[src/rtl/dm_port_ctrl.sv]
// dm_port_ctrl: shares one single-port word memory between port A (CPU) and port B (DMA/loader); RMW for byte-enable stores.
// Latency: gnt->done 2 cycles (read, full write, null write), 3 cycles (partial write); next gnt 1 cycle after done.
// Backpressure: requesters hold req+payload until gnt; gnt is only issued in IDLE, so a busy controller stalls both ports.
//
// Ports:
//   clk, rst_n                         clock, async active-low reset
//   req/we/addr/wdata/be _a and _b     request payloads (held until gnt)
//   gnt_a/gnt_b                        combinational grant pulse, payload captured this cycle
//   done_a/done_b                      one-cycle completion pulse
//   rdata                              read data, valid only with done of a read
//   mem_addr/mem_din/mem_we            registered memory controls
//   mem_dout                           memory read data, one cycle after address
module dm_port_ctrl #(
    parameter int AW = 10,
    parameter int RR = 1
) (
    input  logic          clk,
    input  logic          rst_n,
    input  logic          req_a,
    input  logic          we_a,
    input  logic [AW-1:0] addr_a,
    input  logic [31:0]   wdata_a,
    input  logic [3:0]    be_a,
    output logic          gnt_a,
    output logic          done_a,
    input  logic          req_b,
    input  logic          we_b,
    input  logic [AW-1:0] addr_b,
    input  logic [31:0]   wdata_b,
    input  logic [3:0]    be_b,
    output logic          gnt_b,
    output logic          done_b,
    output logic [31:0]   rdata,
    output logic [AW-1:0] mem_addr,
    output logic [31:0]   mem_din,
    output logic          mem_we,
    input  logic [31:0]   mem_dout
);

    typedef enum logic [1:0] {
        IDLE  = 2'd0,
        ISSUE = 2'd1,
        MERGE = 2'd2,
        DONE  = 2'd3
    } state_t;

    state_t state;
    state_t state_nxt;

    // Latched transaction
    logic        cur_b;      // 1 = port B owns the transaction
    logic        cur_we;
    logic        cur_part;   // partial write: needs read phase + merge
    logic [31:0] cur_wdata;
    logic [3:0]  cur_be;

    // Round-robin pointer: 1 = port B wins the next tie
    logic        prefer_b;

    // Arbitration winner (meaningful in IDLE only)
    logic          win_a;
    logic          win_b;
    logic          win_any;
    logic          sel_we;
    logic [AW-1:0] sel_addr;
    logic [31:0]   sel_wdata;
    logic [3:0]    sel_be;
    logic          sel_full;
    logic          sel_part;

    logic [31:0]   merged;

    always_comb begin
        win_a = 1'b0;
        win_b = 1'b0;
        if (req_a && req_b) begin
            if ((RR != 0) && prefer_b) begin
                win_b = 1'b1;
            end else begin
                win_a = 1'b1;
            end
        end else begin
            win_a = req_a;
            win_b = req_b;
        end
    end

    assign win_any   = win_a | win_b;
    assign sel_we    = win_b ? we_b    : we_a;
    assign sel_addr  = win_b ? addr_b  : addr_a;
    assign sel_wdata = win_b ? wdata_b : wdata_a;
    assign sel_be    = win_b ? be_b    : be_a;

    // A read ignores be (always a full-word read); a write with be=0 is a null
    // transaction that never touches memory.
    assign sel_full  = sel_we && (sel_be == 4'b1111);
    assign sel_part  = sel_we && (sel_be != 4'b0000) && (sel_be != 4'b1111);

    // Byte merge for read-modify-write; mem_dout holds the old word during MERGE.
    always_comb begin
        merged = 32'h0;
        for (int k = 0; k < 4; k++) begin
            merged[8*k +: 8] = cur_be[k] ? cur_wdata[8*k +: 8] : mem_dout[8*k +: 8];
        end
    end

    // State register
    always_ff @(posedge clk or negedge rst_n) begin
        if (!rst_n) begin
            state <= IDLE;
        end else begin
            state <= state_nxt;
        end
    end

    // Next state and handshake outputs
    always_comb begin
        state_nxt = state;
        gnt_a     = 1'b0;
        gnt_b     = 1'b0;
        done_a    = 1'b0;
        done_b    = 1'b0;
        rdata     = 32'h0;
        case (state)
            IDLE: begin
                // rst_n gating keeps gnt low while reset is held with req high
                gnt_a = win_a & rst_n;
                gnt_b = win_b & rst_n;
                if (win_any) begin
                    state_nxt = ISSUE;
                end
            end
            ISSUE: begin
                state_nxt = cur_part ? MERGE : DONE;
            end
            MERGE: begin
                state_nxt = DONE;
            end
            DONE: begin
                done_a    = ~cur_b;
                done_b    = cur_b;
                // The address went out during ISSUE, so mem_dout now carries
                // that word; pass it straight through for reads.
                rdata     = cur_we ? 32'h0 : mem_dout;
                state_nxt = IDLE;
            end
            default: begin
                state_nxt = IDLE;
            end
        endcase
    end

    // Transaction latch, memory controls and arbitration pointer
    always_ff @(posedge clk or negedge rst_n) begin
        if (!rst_n) begin
            cur_b     <= 1'b0;
            cur_we    <= 1'b0;
            cur_part  <= 1'b0;
            cur_wdata <= 32'h0;
            cur_be    <= 4'h0;
            prefer_b  <= 1'b0;
            mem_addr  <= '0;
            mem_din   <= 32'h0;
            mem_we    <= 1'b0;
        end else begin
            case (state)
                IDLE: begin
                    if (win_any) begin
                        cur_b     <= win_b;
                        cur_we    <= sel_we;
                        cur_part  <= sel_part;
                        cur_wdata <= sel_wdata;
                        cur_be    <= sel_be;
                        prefer_b  <= win_a;
                        mem_addr  <= sel_addr;
                        // Full write goes out during ISSUE; reads, partial
                        // (read phase) and null writes keep mem_we low.
                        mem_we    <= sel_full;
                        if (sel_full) begin
                            mem_din <= sel_wdata;
                        end
                    end
                end
                ISSUE: begin
                    mem_we <= 1'b0;
                end
                MERGE: begin
                    // Write of the merged word lands during DONE
                    mem_din <= merged;
                    mem_we  <= 1'b1;
                end
                DONE: begin
                    mem_we <= 1'b0;
                end
                default: begin
                    mem_we <= 1'b0;
                end
            endcase
        end
    end

endmodule

[config.mk]
export PLATFORM = sky130hd
export DESIGN_NAME = dm_port_ctrl
export DESIGN_NICKNAME = d
export VERILOG_FILES = /design/src/rtl/dm_port_ctrl.sv
export SDC_FILE = /design/constraint.sdc
export NUM_CORES = 1
export LEC_CHECK = 0
export BUFFER_PORTS_ARGS = -buffer_cell sky130_fd_sc_hd__buf_2
export CAP_MARGIN = 20
export CELL_PAD_IN_SITES_DETAIL_PLACEMENT = 0
export CELL_PAD_IN_SITES_GLOBAL_PLACEMENT = 1
export CORE_ASPECT_RATIO = 0.75
export CORE_MARGIN = 4
export CORE_UTILIZATION = 38
export DETAILED_ROUTE_END_ITERATION = 16
export PLACE_DENSITY = 0.86
export SYNTH_ARGS = -nofsm -noshare
export SYNTH_HDL_FRONTEND = slang
export SYNTH_SLANG_ARGS = --single-unit
[constraint.sdc]
create_clock -name clk -period 5.7 [get_ports clk]
set_clock_uncertainty 0.15 [all_clocks]
set_input_delay 0.285 -clock clk [delete_from_list [all_inputs] [get_ports clk]]
set_output_delay 0.285 -clock clk [all_outputs]
set_load 0.01 [all_outputs]
==> results.md <==
- For flop-to-flop paths, the worst setup slack is between 2 and 3 ns.
- The worst setup path is launched from a register.
- Along the worst path, the maximum fanout reaches 53.
- The TritonCTS clock tree is built.
- The critical path's slowest cell is sky130_fd_sc_hd__nand2_4.
- After clock tree synthesis, the setup repair step added 0 buffers.
- The later pin in the worst-skew pair is clocked with a latency of around 0.33 ns.
- Pin placement for this block handled 209 I/O pins.
- The most critical setup path has its endpoint at mem_din[0]$_DFFE_PN0P_.
- The signal on the critical path passes through nand2b_2, nand2_4, mux2i_1, o2bb2ai_4, mux2_2.
- The routability congestion estimate from global placement is 0.803.
- The all-layer global routing usage is 0.176.
- After routing, the total negative slack on setup checks comes to 0 ns.
- The category of cells accounting for the largest share of critical-path delay is multiplexers.
- The max capacitance violation total is 0.
- In the routed layout, each cell is associated on average with a via count of ~5.0.
- The detail-routed net length per standard cell is between 15 and 20 um.
- The H-tree depth reported by CTS is 3.
- Setup repair after global routing left no endpoint under its margin.
- The final period utilization is 0.515.
- The number of endpoints with negative hold slack in the final report is 0.
- The via count is around 4100.
- Measured along the y axis, the die boundary spans around 100 um.
- In this run the worst setup path begins at prefer_b$_DFFE_PN0P_.
- From left edge to right edge, the die measures about 140 um.
- Yosys printed 0 warnings.
- From synthesis to final layout, the design area changed by 32.1%.
- The floorplan has 34 rows.
- Based on the critical path, the design can be clocked at up to between 0.3 and 0.4 GHz.
- The share of the yosys chip area belonging to registers is 0.457.
- The remaining routing DRC violations is 0.
- The count of clock tree sinks is 85.
- In the synthesized netlist, the number of instances is between 400 and 500.
- 0 antenna diodes ended up in the layout.
- For the pin with the worst max-slew slack, the measured transition is roughly 1 ns.
- The clock transition at the registers of the reported paths is 0.06 ns.
- The net count of the finished layout is between 700 and 800.
- The first global-routing pass estimated 19.9 mm of wire.
- In this run the cell area measured after placement is 5770 sq um.
- The post-route antenna net violation count is 0.
- The post-route cell area is 6140 sq um.
- The net count after synthesis is slightly above 600.
- The largest buffer count on any clock path is 2.
- The cell sitting at the root of the clock tree is a sky130_fd_sc_hd__clkbuf_16.
- In the final layout, the share of cells above drive strength 1 is 0.354.
- During placement, the flow inserted port buffers numbering roughly 210.
- The starting density of the core is 0.395.
- Setup violations remaining at the end of the flow were counted as 0.
- Each instance of the synthesized netlist takes up on average between 9 and 10 sq um.
- The launching point of the worst reg2reg path is prefer_b$_DFFE_PN0P_.
- The number of cells on the critical path is 5.
- The cell area after synthesis is roughly 4600 sq um.
- For this block, the routed nets add up to around 13 mm of wire.
- The placed wire-length estimate after detailed placement is around 9.4 mm.
- The first TritonRoute pass finished after 4 iterations.
- The run finished with clean final reports.
- The category of the worst setup path capture point is a register.
- The largest net degree at the start of global routing is 95.
- The number of global-route vias before repair is a little under 4000.
- At the worst endpoint, the required time is slightly below 6 ns.
- For this design the ratio of total power to cell area is roughly 510 nW/um^2.
- Across the VDD grid, the largest voltage drop is about 0.25 mV.
- The floorplan step defined a die boundary enclosing roughly 14000 sq um.
- The relative slew slack is 0.313.
- The synthesis-stage register bit count is 85.
- The number of fill cells is between 1000 and 1500.
- The number of clock buffers inserted by TritonCTS is 9.
- The placeable core region is approximately 12000 sq um.
- The number of pins with negative max-slew slack in the final report is 0.
- The minimum clock period is between 2 and 3 ns.
- The worst register-to-register path ends at mem_din[0]$_DFFE_PN0P_.
- At the worst endpoint, the arrival time is 3.00 ns.
- The number of different library cells used by synthesis comes to 29.
- In this run the worst hold path is classified as input port to register.
- The largest incremental delay on the critical path is about 0.66 ns.
- The overflow left after global routing is 0.
- The worst reg2reg path depth is 5.
- After the first detailed-routing iteration, the DRC count stood at 198.
- The analysis attributes to cell leakage a power of 0.00310 uW.
- The worst path buffer plus inverter count is 0.
- Total power for the finished layout comes to roughly 3100 uW.
- The startpoint-to-endpoint class of the critical path is register to register.
- The initial antenna violation count is 0.
## worst reg2reg max path, delay by kind of cell (launching register included)
kind	cells	cell delay [ns]
flops	1	0.40
simple gates	2	0.88
mux	2	0.90
compound gates	1	0.50
## through the flow
step | instances | hold slack [ns] | utilization | setup slack (ns)
finish | 826 | 0.0898 | 0.521 | 2.76
global route | 826 | 0.0831 | 0.521 | 2.63
CTS | 824 | 0.0774 | 0.518 | 2.72
detailed placement | 807 | 0.0511 | 0.490 | 2.69
global placement | 807 | 0.0553 | 0.490 | 2.82
floorplan | 469 | -0.161 | - | 3.54
## report_power, final
part           switching, uW  leakage [uW]  total (uW)  internal (uW)
logic                    771       0.00192        1370            596
clock network            228      0.000156         636            408
registers                226       0.00102        1140            912
## per-layer routing
metal  wire (um)  GRT usage  share of wire
met1        5800      0.230           0.45
met2        5920      0.283           0.46
met3        1130     0.0572          0.087
met4         100     0.0417         0.0077
met5           0          0              0
## worst min path at each step
stage | from | to | slack, ns | depth (start not counted)
2_1_floorplan | rst_n | cur_b$_DFFE_PN0P_ | -0.16 | 0
3_3_place_gp | rst_n | mem_din[31]$_DFFE_PN0P_ | 0.06 | 1
3_5_place_dp | rst_n | mem_din[31]$_DFFE_PN0P_ | 0.05 | 1
4_1_cts | addr_b[6] | mem_addr[6]$_DFFE_PN0P_ | 0.08 | 3
5_1_grt | addr_b[0] | mem_addr[0]$_DFFE_PN0P_ | 0.08 | 3
6_report | addr_b[0] | mem_addr[0]$_DFFE_PN0P_ | 0.09 | 3
## synth_stat cells
cell type / number / area, sq um
sky130_fd_sc_hd__clkbuf_1: 19 / 71.3
sky130_fd_sc_hd__nor2_1: 5 / 18.8
sky130_fd_sc_hd__a21oi_1: 33 / 165
sky130_fd_sc_hd__o21a_1: 1 / 7.51
sky130_fd_sc_hd__mux2i_1: 47 / 470
sky130_fd_sc_hd__o2bb2ai_2: 1 / 15.0
sky130_fd_sc_hd__o21ai_0: 53 / 265
sky130_fd_sc_hd__mux2_2: 3 / 33.8
sky130_fd_sc_hd__or4_1: 1 / 7.51
sky130_fd_sc_hd__inv_1: 3 / 11.3
sky130_fd_sc_hd__nand2_1: 57 / 214
sky130_fd_sc_hd__a211oi_1: 32 / 240
sky130_fd_sc_hd__o21ai_1: 1 / 5.00
sky130_fd_sc_hd__buf_2: 8 / 40.0
sky130_fd_sc_hd__a31oi_1: 2 / 12.5
sky130_fd_sc_hd__nand2b_2: 1 / 8.76
sky130_fd_sc_hd__o31ai_1: 1 / 7.51
sky130_fd_sc_hd__and2_1: 33 / 206
sky130_fd_sc_hd__mux2_1: 30 / 338
sky130_fd_sc_hd__a32o_1: 1 / 10.0
sky130_fd_sc_hd__nor4_1: 1 / 6.26
sky130_fd_sc_hd__ha_1: 5 / 62.6
sky130_fd_sc_hd__dfrtp_1: 85 / 2130
sky130_fd_sc_hd__nand2_4: 1 / 11.3
sky130_fd_sc_hd__nand4_1: 3 / 18.8
sky130_fd_sc_hd__buf_6: 3 / 33.8
sky130_fd_sc_hd__nor2b_1: 35 / 219
sky130_fd_sc_hd__buf_1: 2 / 7.51
sky130_fd_sc_hd__buf_4: 2 / 15.0
## flip-flops by register name, summed over array words and instances (netlist names)
name,flops
cur_part,1
mem_we,1
cur_be,4
mem_addr,10
prefer_b,1
cur_b,1
cur_we,1
state,2
mem_din,32
cur_wdata,32
## cell type report
class | instances | area (sq um) | area share
clock buffers | 13 | 260 | 0.0424
clock inverters | 3 | 67.6 | 0.0110
inverters | 3 | 11.3 | 0.00183
multi-input cells | 347 | 2370 | 0.386
flip-flops and latches | 85 | 2130 | 0.346
well taps | 162 | 203 | 0.0330
repair buffers | 213 | 1100 | 0.180
## cells in the final DEF (no fill, tap or decap), types with 3 or more instances in the layout
cell type / instances
sky130_fd_sc_hd__buf_2: 207
sky130_fd_sc_hd__dfrtp_1: 85
sky130_fd_sc_hd__nand2_1: 57
sky130_fd_sc_hd__o21ai_0: 52
sky130_fd_sc_hd__mux2i_1: 47
sky130_fd_sc_hd__nor2b_1: 34
sky130_fd_sc_hd__and2_1: 33
sky130_fd_sc_hd__a21oi_1: 33
sky130_fd_sc_hd__a211oi_1: 32
sky130_fd_sc_hd__mux2_1: 30
sky130_fd_sc_hd__clkbuf_16: 9
sky130_fd_sc_hd__nor2_1: 5
sky130_fd_sc_hd__ha_1: 5
sky130_fd_sc_hd__nand4_1: 3
sky130_fd_sc_hd__mux2_2: 3
sky130_fd_sc_hd__buf_4: 3
## cells by family (layout without fill, tap and decap cells)
group,Yosys count,count (layout),share of synthesized area
compound gates,125,125,0.157
fa+ha+maj,5,5,0.0135
buf+inv,37,232,0.0385
flops,85,85,0.457
mux,80,80,0.181
simple gates,137,137,0.153
## timing repair
| item | 4_1_cts | 5_1_grt |
|---|---|---|
| hold buffers | 1 | 0 |
| hold endpoints to repair | 21 | 0 |
| resized for setup | 0 | 0 |
Note: power is estimated with default switching activity, not from simulation.
